**src/rtl/scl180_sparecell_pkg.sv**
```systemverilog
// Shared types and constants for the spare-cell LO monitor.
// FSM state encoding and synchronizer flush length.
package scl180_sparecell_pkg;

  typedef enum logic [1:0] {
    IDLE   = 2'd0,
    SYNC   = 2'd1,
    SCAN   = 2'd2,
    REPORT = 2'd3
  } state_e;

  localparam int unsigned SYNC_CYCLES = 2;

endpackage

```
**src/rtl/scl180_sparecell_monitor_sync2.sv**
```systemverilog
// Parameterised-width two-flop synchronizer.
// Asynchronous active-high reset clears both stages.
module scl180_sync2 #(
  parameter int W = 1
) (
  input  logic         clk_i,
  input  logic         rst_i,
  input  logic [W-1:0] d_i,
  output logic [W-1:0] q_o
);

  logic [W-1:0] meta_q;
  logic [W-1:0] sync_q;

  always_ff @(posedge clk_i or posedge rst_i) begin
    if (rst_i) begin
      meta_q <= '0;
      sync_q <= '0;
    end else begin
      meta_q <= d_i;
      sync_q <= meta_q;
    end
  end

  assign q_o = sync_q;

endmodule

```
**src/rtl/scl180_sparecell_monitor.sv**
```systemverilog
// Spare-cell tie-low checker: filters each synchronized LO line
// over FILT_LEN samples and reports cells stuck high.
module scl180_sparecell_monitor
  import scl180_sparecell_pkg::*;
#(
  parameter int NUM_CELLS = 16,
  parameter int FILT_LEN  = 4,
  parameter int ERRCNT_W  = 8
) (
  input  logic                           wb_clk_i,
  input  logic                           wb_rst_i,
  input  logic [NUM_CELLS-1:0]           spare_lo,
  input  logic                           scan_start,
  input  logic                           clr_stats,
  output logic                           busy,
  output logic                           res_valid,
  input  logic                           res_ready,
  output logic [NUM_CELLS-1:0]           fault_map,
  output logic [$clog2(NUM_CELLS+1)-1:0] fault_cnt,
  output logic                           any_fault,
  output logic [ERRCNT_W-1:0]            err_scans
);

  localparam int IDX_W = (NUM_CELLS > 1) ? $clog2(NUM_CELLS) : 1;
  localparam int SUB_W = (FILT_LEN > 1) ? $clog2(FILT_LEN) : 1;
  localparam int CNT_W = $clog2(NUM_CELLS + 1);

  localparam logic [IDX_W-1:0]    IDX_LAST  = IDX_W'(NUM_CELLS - 1);
  localparam logic [SUB_W-1:0]    SUB_LAST  = SUB_W'(FILT_LEN - 1);
  localparam logic [1:0]          SYNC_LAST = 2'(SYNC_CYCLES - 1);
  localparam logic [ERRCNT_W-1:0] ERR_MAX   = '1;

  logic [NUM_CELLS-1:0] lo_sync;

  state_e               state_q;
  logic [1:0]           sync_cnt_q;
  logic [IDX_W-1:0]     idx_q;
  logic [SUB_W-1:0]     sub_q;
  logic                 acc_q;
  logic [NUM_CELLS-1:0] stage_q;
  logic                 busy_q;
  logic                 valid_q;
  logic [NUM_CELLS-1:0] map_q;
  logic [CNT_W-1:0]     cnt_q;
  logic                 any_q;
  logic [ERRCNT_W-1:0]  err_q;

  logic                 cell_and;
  logic                 last_sample;
  logic [NUM_CELLS-1:0] stage_d;
  logic [CNT_W-1:0]     cnt_d;
  logic                 any_d;
  logic [ERRCNT_W-1:0]  err_d;

  scl180_sync2 #(
    .W (NUM_CELLS)
  ) u_sync (
    .clk_i (wb_clk_i),
    .rst_i (wb_rst_i),
    .d_i   (spare_lo),
    .q_o   (lo_sync)
  );

  // Running AND for the current cell restarts on its first sample.
  always_comb begin
    cell_and = (sub_q == '0) ? lo_sync[idx_q]
                             : (acc_q & lo_sync[idx_q]);
    last_sample = (sub_q == SUB_LAST) && (idx_q == IDX_LAST);
    stage_d = stage_q;
    if (sub_q == SUB_LAST) begin
      stage_d[idx_q] = cell_and;
    end
  end

  always_comb begin
    cnt_d = '0;
    for (int i = 0; i < NUM_CELLS; i++) begin
      cnt_d = cnt_d + CNT_W'(stage_d[i]);
    end
    any_d = |stage_d;
  end

  // Clear beats a coincident increment.
  always_comb begin
    err_d = err_q;
    if (clr_stats) begin
      err_d = '0;
    end else if (state_q == SCAN && last_sample &&
                 any_d && err_q != ERR_MAX) begin
      err_d = err_q + 1'b1;
    end
  end

  always_ff @(posedge wb_clk_i or posedge wb_rst_i) begin
    if (wb_rst_i) begin
      state_q    <= IDLE;
      sync_cnt_q <= '0;
      idx_q      <= '0;
      sub_q      <= '0;
      acc_q      <= 1'b0;
      stage_q    <= '0;
      busy_q     <= 1'b0;
      valid_q    <= 1'b0;
      map_q      <= '0;
      cnt_q      <= '0;
      any_q      <= 1'b0;
      err_q      <= '0;
    end else begin
      err_q <= err_d;
      unique case (state_q)
        IDLE: begin
          if (scan_start) begin
            state_q    <= SYNC;
            busy_q     <= 1'b1;
            sync_cnt_q <= '0;
            stage_q    <= '0;
          end
        end
        SYNC: begin
          if (sync_cnt_q == SYNC_LAST) begin
            state_q <= SCAN;
            idx_q   <= '0;
            sub_q   <= '0;
          end else begin
            sync_cnt_q <= sync_cnt_q + 2'd1;
          end
        end
        SCAN: begin
          acc_q   <= cell_and;
          stage_q <= stage_d;
          if (sub_q == SUB_LAST) begin
            sub_q <= '0;
            if (idx_q == IDX_LAST) begin
              state_q <= REPORT;
              idx_q   <= '0;
              valid_q <= 1'b1;
              map_q   <= stage_d;
              cnt_q   <= cnt_d;
              any_q   <= any_d;
            end else begin
              idx_q <= idx_q + 1'b1;
            end
          end else begin
            sub_q <= sub_q + 1'b1;
          end
        end
        REPORT: begin
          if (res_ready) begin
            state_q <= IDLE;
            busy_q  <= 1'b0;
            valid_q <= 1'b0;
          end
        end
        default: state_q <= IDLE;
      endcase
    end
  end

  assign busy      = busy_q;
  assign res_valid = valid_q;
  assign fault_map = map_q;
  assign fault_cnt = cnt_q;
  assign any_fault = any_q;
  assign err_scans = err_q;

endmodule
```
**config.mk**
```make
export PLATFORM = sky130hd
export DESIGN_NAME = scl180_sparecell_monitor
export DESIGN_NICKNAME = d
export VERILOG_FILES = /design/src/rtl/scl180_sparecell_pkg.sv /design/src/rtl/scl180_sparecell_monitor_sync2.sv /design/src/rtl/scl180_sparecell_monitor.sv
export SDC_FILE = /design/constraint.sdc
export NUM_CORES = 1
export LEC_CHECK = 0
export CORE_UTILIZATION = 61
export CTS_CLUSTER_DIAMETER = 150
export DETAILED_ROUTE_END_ITERATION = 10
export PLACE_DENSITY = 0.86
export REMOVE_ABC_BUFFERS = 1
export SLEW_MARGIN = 15
export SYNTH_ARGS = -nofsm -noshare
export SYNTH_HDL_FRONTEND = slang
export SYNTH_SLANG_ARGS = --single-unit
```
**constraint.sdc**
```tcl
create_clock -name wb_clk_i -period 13.65 [get_ports wb_clk_i]
set_clock_uncertainty 0.1 [all_clocks]
set_input_delay 1.365 -clock wb_clk_i [delete_from_list [all_inputs] [get_ports wb_clk_i]]
set_output_delay 1.365 -clock wb_clk_i [all_outputs]
set_load 0.02 [all_outputs]
```
==> impl_metrics.toml, run 1 <==
[setup_path]
critPathMaxStageDelay_ps = 1010
r2r_end = "fault_cnt[2]"
critical_path_cell_count = 15
critPathBufInv = 2
slowest_stage = "dfrtp_1"
crit_end = "fault_cnt[2]"
path_cells = "mux2i_1, a32oi_1, nand3_1, mux2_2, o21ai_0, fa_1, fa_1, inv_1, fa_1, inv_1, fa_1, ha_1, fa_1, xnor2_1, o21ai_0"
ff2ff_path_depth = 15
crit_start = "idx_q[2]"
path_max_fanout = 30
r2r-start = "idx_q[2]"
critical-path-top-delay-family = "adder cells"
cp-end-kind = "flip-flop"
critPathKind = "reg2reg"
path_common_cell = "fa_1"
critPathLaunchType = "flip-flop"
r2r_slack_ps = 8070
cp.arrival_ps = 5700
cp_data_required_time_ps = 13770

[finish]
area_growth_syn_to_layout_pct = 16.0
final_util_pct = 74.0
layout-drive-gt1-share_pct = 7.10
fillers = 529
insertedDiodeCount = 0
nets = 537
fin_cells = 592

[place]
numPortBuffers = 52
gp_routability_congestion = 0.898
pre_cts_ws_ps = 8140
dpl.hpwl_um = 7040
place_inst = 576

[global_route]
antenna_found_initial = 0
grt_pass1_wl_um = 16200
gr-usage-all-layers_pct = 27.6
grt_max_degree = 92
grt_pass1_vias = 3337
overflow = 0

[clocking]
insertion_delay_ps = 380
cts_sinks = 91
clockRootBuffer = "clkbuf_8"
cts.path.max_buffers = 2
cts_resized = 0
htree_levels = 3
path_clk_slew_ps = 100
cts_buffers = 9
tritoncts = "yes"
post_cts_buffers = 0
cts_hold_buf = 0

[run]
max-cap-violations = 0

[synthesis]
yosysWarnings = 0
synthTopCellsByCount = "dfrtp_1, nand2_1, o21ai_0"
synth.avg_cell_area_um2 = 10.4
yosysMostFrequentCell = "dfrtp_1"
synth.distinct_cells = 65
yosys.area.top_type = "dfrtp_1"
ys_seq_area_share_pct = 49.0
netlist_area_um2 = 4650
synth_top_flop_cell = "dfrtp_1"
synth-edff-count = 0
synth-seq-cells = 91
async_flop_share_pct = 100
syn_inst = 446
synth_top_area_share_pct = 49.0
yosys-top-cells-area = "dfrtp_1, nand2_1, o21ai_0"

[timing]
setup-violations-final = 0
period_share_pct = 40.9
hold_violations = 0
grt_setup_unrepaired = "false"
tns_ps = 0
finalMaxSlewViolations = 0
worst_slew_pin_slew_ps = 1060
max-slew-margin-rel_pct = 29.0
finalCriticalPeriod_ps = 5580
fin_ws_ps = 8070
fmax_mhz = 179

[floorplan]
die_x_um = 89.3
dieArea_um2 = 7970
ios = 53
rows = 31
die_height_um = 89.3
core_um2 = 7290
start_util_pct = 63.7

[route]
routedWlPerCell_um = 16.6
viasPerCell = 5.86
vias = 3472
drc = 0
wl_um = 9810
drt_pass1_iterations = 6
ant_nets = 0
drt_iter0_drc = 260

[power]
leakagePower_nw = 2.50
power.total_mw = 0.500
vdd_drop_max_mv = 0.0925
power_density_nw_per_um2 = 92.7

[run_status]
status = "finished, final reports clean"

[min_path]
hold_class = "reg2reg"
metrics by stage:
stage          hold slack [ps]  area (µm²)
2_1_floorplan              231        4520
3_5_place_dp               235        5180
5_1_grt                    254        5390
3_3_place_gp               232        5180
4_1_cts                    256        5390
6_report                   251        5390
power breakdown:
group | switching [mW] | internal [mW] | total [mW]
logic | 0.0171 | 0.0123 | 0.0295
registers | 0.00227 | 0.275 | 0.277
clock network | 0.104 | 0.0889 | 0.193
cell usage in the layout (no fill, tap or decap), types with 3 or more instances in the layout:
cell / instances
a21oi_1: 16
fa_1: 10
ha_1: 18
mux2i_1: 11
mux2_2: 4
inv_1: 30
clkdlybuf4s50_1: 52
and3_1: 3
nand2_1: 68
nand2b_1: 7
a32o_1: 4
o21a_1: 3
clkbuf_8: 9
nand4_1: 9
o21ai_0: 47
nand3_1: 11
nor2b_1: 6
dfrtp_1: 91
nor2_1: 20
nor3_1: 5
a22o_1: 5
a21o_1: 4
o31a_1: 5
mux2_1: 5
worst min path at each step:
stage | slack [ps] | to | cells after the start | startpoint
3_3_place_gp | 230 | u_sync.q_o[0] | 0 | u_sync.meta_q[0]
4_1_cts | 260 | u_sync.q_o[12] | 0 | u_sync.meta_q[12]
6_report | 250 | u_sync.q_o[10] | 0 | u_sync.meta_q[10]
3_5_place_dp | 230 | u_sync.q_o[5] | 0 | u_sync.meta_q[5]
5_1_grt | 250 | u_sync.q_o[12] | 0 | u_sync.meta_q[12]
2_1_floorplan | 230 | u_sync.q_o[0] | 0 | u_sync.meta_q[0]
flip-flops by register name, indices dropped and copies added, names as in the netlist, 2 cells and up:
signal	count
fault_cnt	5
u_sync.q_o	16
u_sync.meta_q	16
idx_q	4
sub_q	2
stage_q	16
fault_map	16
err_scans	8
sync_cnt_q	2
state_q	2
final cells by class:
class	count	area (µm²)	share of cell area, %
Clock inverter	6	78.8	1.46
Sequential cell	91	2280	42.2
Timing Repair Buffer	54	539	10.0
Clock buffer	10	128	2.37
Inverter	31	118	2.18
Tap cell	99	124	2.30
Multi-Input combinational cell	301	2130	39.5
layer usage:
layer	GRT usage, %	up-vias	share of wire [%]
li1	-	1632	-
met1	35.5	1705	42
met2	46.3	119	51
met3	6.19	16	4.4
met4	9.96	0	1.9
met5	0	-	0
cell families after synthesis:
| group | count (synthesis) | synth area share [%] |
|---|---|---|
| AND/OR/NAND/NOR | 141 | 15.2 |
| AO/OA/AOI/OAI | 108 | 15.7 |
| flip-flops | 91 | 49.0 |
| buffers and inverters | 54 | 5.20 |
| adder cells (fa/ha/maj) | 28 | 9.15 |
| multiplexers | 22 | 5.36 |
| XOR/XNOR | 2 | 0.377 |
(Power assumes the default switching activity.)
==> run 2, diff against run 1 <==
--- a/config.mk
+++ b/config.mk
@@ -5,10 +5,10 @@
 export SDC_FILE = /design/constraint.sdc
 export NUM_CORES = 1
 export LEC_CHECK = 0
-export CORE_UTILIZATION = 61
+export CORE_UTILIZATION = 56
 export CTS_CLUSTER_DIAMETER = 150
 export DETAILED_ROUTE_END_ITERATION = 10
-export PLACE_DENSITY = 0.86
+export PLACE_DENSITY = 0.8
 export REMOVE_ABC_BUFFERS = 1
 export SLEW_MARGIN = 15
 export SYNTH_ARGS = -nofsm -noshare
==> constraint.sdc (replaced) <==
create_clock -name wb_clk_i -period 5.4 [get_ports wb_clk_i]
set_clock_uncertainty 0.1 [all_clocks]
set_input_delay 0.54 -clock wb_clk_i [delete_from_list [all_inputs] [get_ports wb_clk_i]]
set_output_delay 0.54 -clock wb_clk_i [all_outputs]
set_load 0.02 [all_outputs]
==> impl_metrics.toml, run 2 (same netlist as run 1, synthesis figures left out) <==
[finish]
nets = 548
layout-drive-gt1-share_pct = 9.92
area_growth_syn_to_layout_pct = 18.8
design_area_um2 = 5520
layout_commonest_cell = "dfrtp_1"
final_cell_mix = "dfrtp_1, nand2_1, clkdlybuf4s50_1"
insertedDiodeCount = 0

[global_route]
grt_pass1_vias = 3491
use_met1_pct = 32.0
overflow = 0
use_met3_pct = 3.90
antenna_found_initial = 0
gr-usage-all-layers_pct = 24.7
grt_pass1_wl_um = 16400
grt_busiest_layer = "met2"
grt_max_degree = 57
grtUsageMet2_pct = 41.1

[setup_path]
r2r-start = "sub_q[0]"
cp.arrival_ps = 5290
cp-end-kind = "flip-flop"
path_max_fanout = 10
crit_start = "sub_q[0]"
r2r_slack_ps = 260
cp_data_required_time_ps = 5560
critPathLaunchType = "flip-flop"
r2r_end = "fault_cnt[4]"
critPathKind = "reg2reg"
ff2ff_path_depth = 17

[clocking]
tritoncts = "yes"
post_cts_buffers = 0
cts_sinks = 91
insertion_delay_ps = 360
cts_hold_buf = 0
cts.path.max_buffers = 2
clockRootBuffer = "clkbuf_8"
path_clk_slew_ps = 90
htree_levels = 3
cts_buffers = 9

[floorplan]
ios = 53
die_height_um = 93.1
core_um2 = 7890
start_util_pct = 58.9
rows = 32
dieArea_um2 = 8670
die_x_um = 93.1

[route]
drt_pass1_iterations = 4
wl_um = 9890
viasPerCell = 5.72
vias = 3464
drt_iter0_drc = 166
ant_nets = 0
routedWlPerCell_um = 16.3
drc = 0

[place]
gp_routability_congestion = 0.938
dpl.hpwl_um = 7140
numPortBuffers = 52
placed_cell_area_um2 = 5270

[min_path]
hold_class = "reg2reg"
hold_depth = 0
holdPathEnd = "u_sync.q_o[13]"
hp-start = "u_sync.meta_q[13]"

[timing]
period_share_pct = 95.2
grt_setup_unrepaired = "false"
setup-violations-final = 0
finalMaxSlewViolations = 0
max-slew-margin-rel_pct = 54.0
hold_violations = 0
finalCriticalPeriod_ps = 5140
tns_ps = 0
fmax_mhz = 195
worst_slew_pin_slew_ps = 683

[power]
leakagePower_nw = 2.56
power.total_mw = 1.34
vdd_drop_max_mv = 0.174
power_density_nw_per_um2 = 242

[run]
max-cap-violations = 0

[run_status]
status = "finished, final reports clean"
## run 2: layer usage
metal  vias up  routed length (µm)
li1       1659                   -
met1      1675                4320
met2       104                4860
met3        26                 418
met4         0                 286
met5         -                   0
## run 2: worst max-delay path by stage
stage	end	slack (ps)	cells after the start
2_1_floorplan	fault_cnt[4]	440	16
3_3_place_gp	fault_cnt[4]	390	17
3_5_place_dp	fault_cnt[4]	270	15
4_1_cts	fault_cnt[4]	260	15
5_1_grt	fault_cnt[4]	30	17
6_report	fault_cnt[4]	260	17
## run 2: layout make-up
type,instances,area (µm²)
timing repair buffer,65,618
sequential,91,2280
tap,102,128
inverter,31,118
clock inverter,7,123
multi-input combinational,301,2130
fill,593,2370
clock buffer,9,124
## run 2: worst max-delay path, stage by stage (launching register included)
cell and delay (ps):
dfrtp_1 400, ha_1 410, nand2_1 230, nor3_1 380, nor2_1 70, a21oi_1 260, inv_1 110, fa_1 520
inv_1 60, fa_1 500, fa_1 550, inv_1 50, fa_1 450, ha_1 240, fa_1 410, a21o_1 170
nand3_1 70, nand2_1 60
## run 2: repair_timing
action,CTS,global route
endpoints found under the hold margin,0,0
setup endpoints to repair,0,2
resized for setup,0,2
## run 2: through the flow
step                      utilization (%)  hold slack, ps  setup WS, ps  cells
after floorplan                         -             231           438    423
after global placement               66.8             234           391    590
after detailed placement             66.8             236           268    590
after CTS                            69.9             255           263    606
after global routing                 70.0             262          30.1    606
final                                70.0             253           261    606
## run 2: power by group
group / leakage [nW] / internal [mW] / total, mW / switching, mW
clock network: 0.116 / 0.311 / 0.559 / 0.249
registers: 1.17 / 0.695 / 0.701 / 0.00560
logic: 1.27 / 0.0320 / 0.0756 / 0.0436
total: 2.56 / 1.04 / 1.34 / 0.298
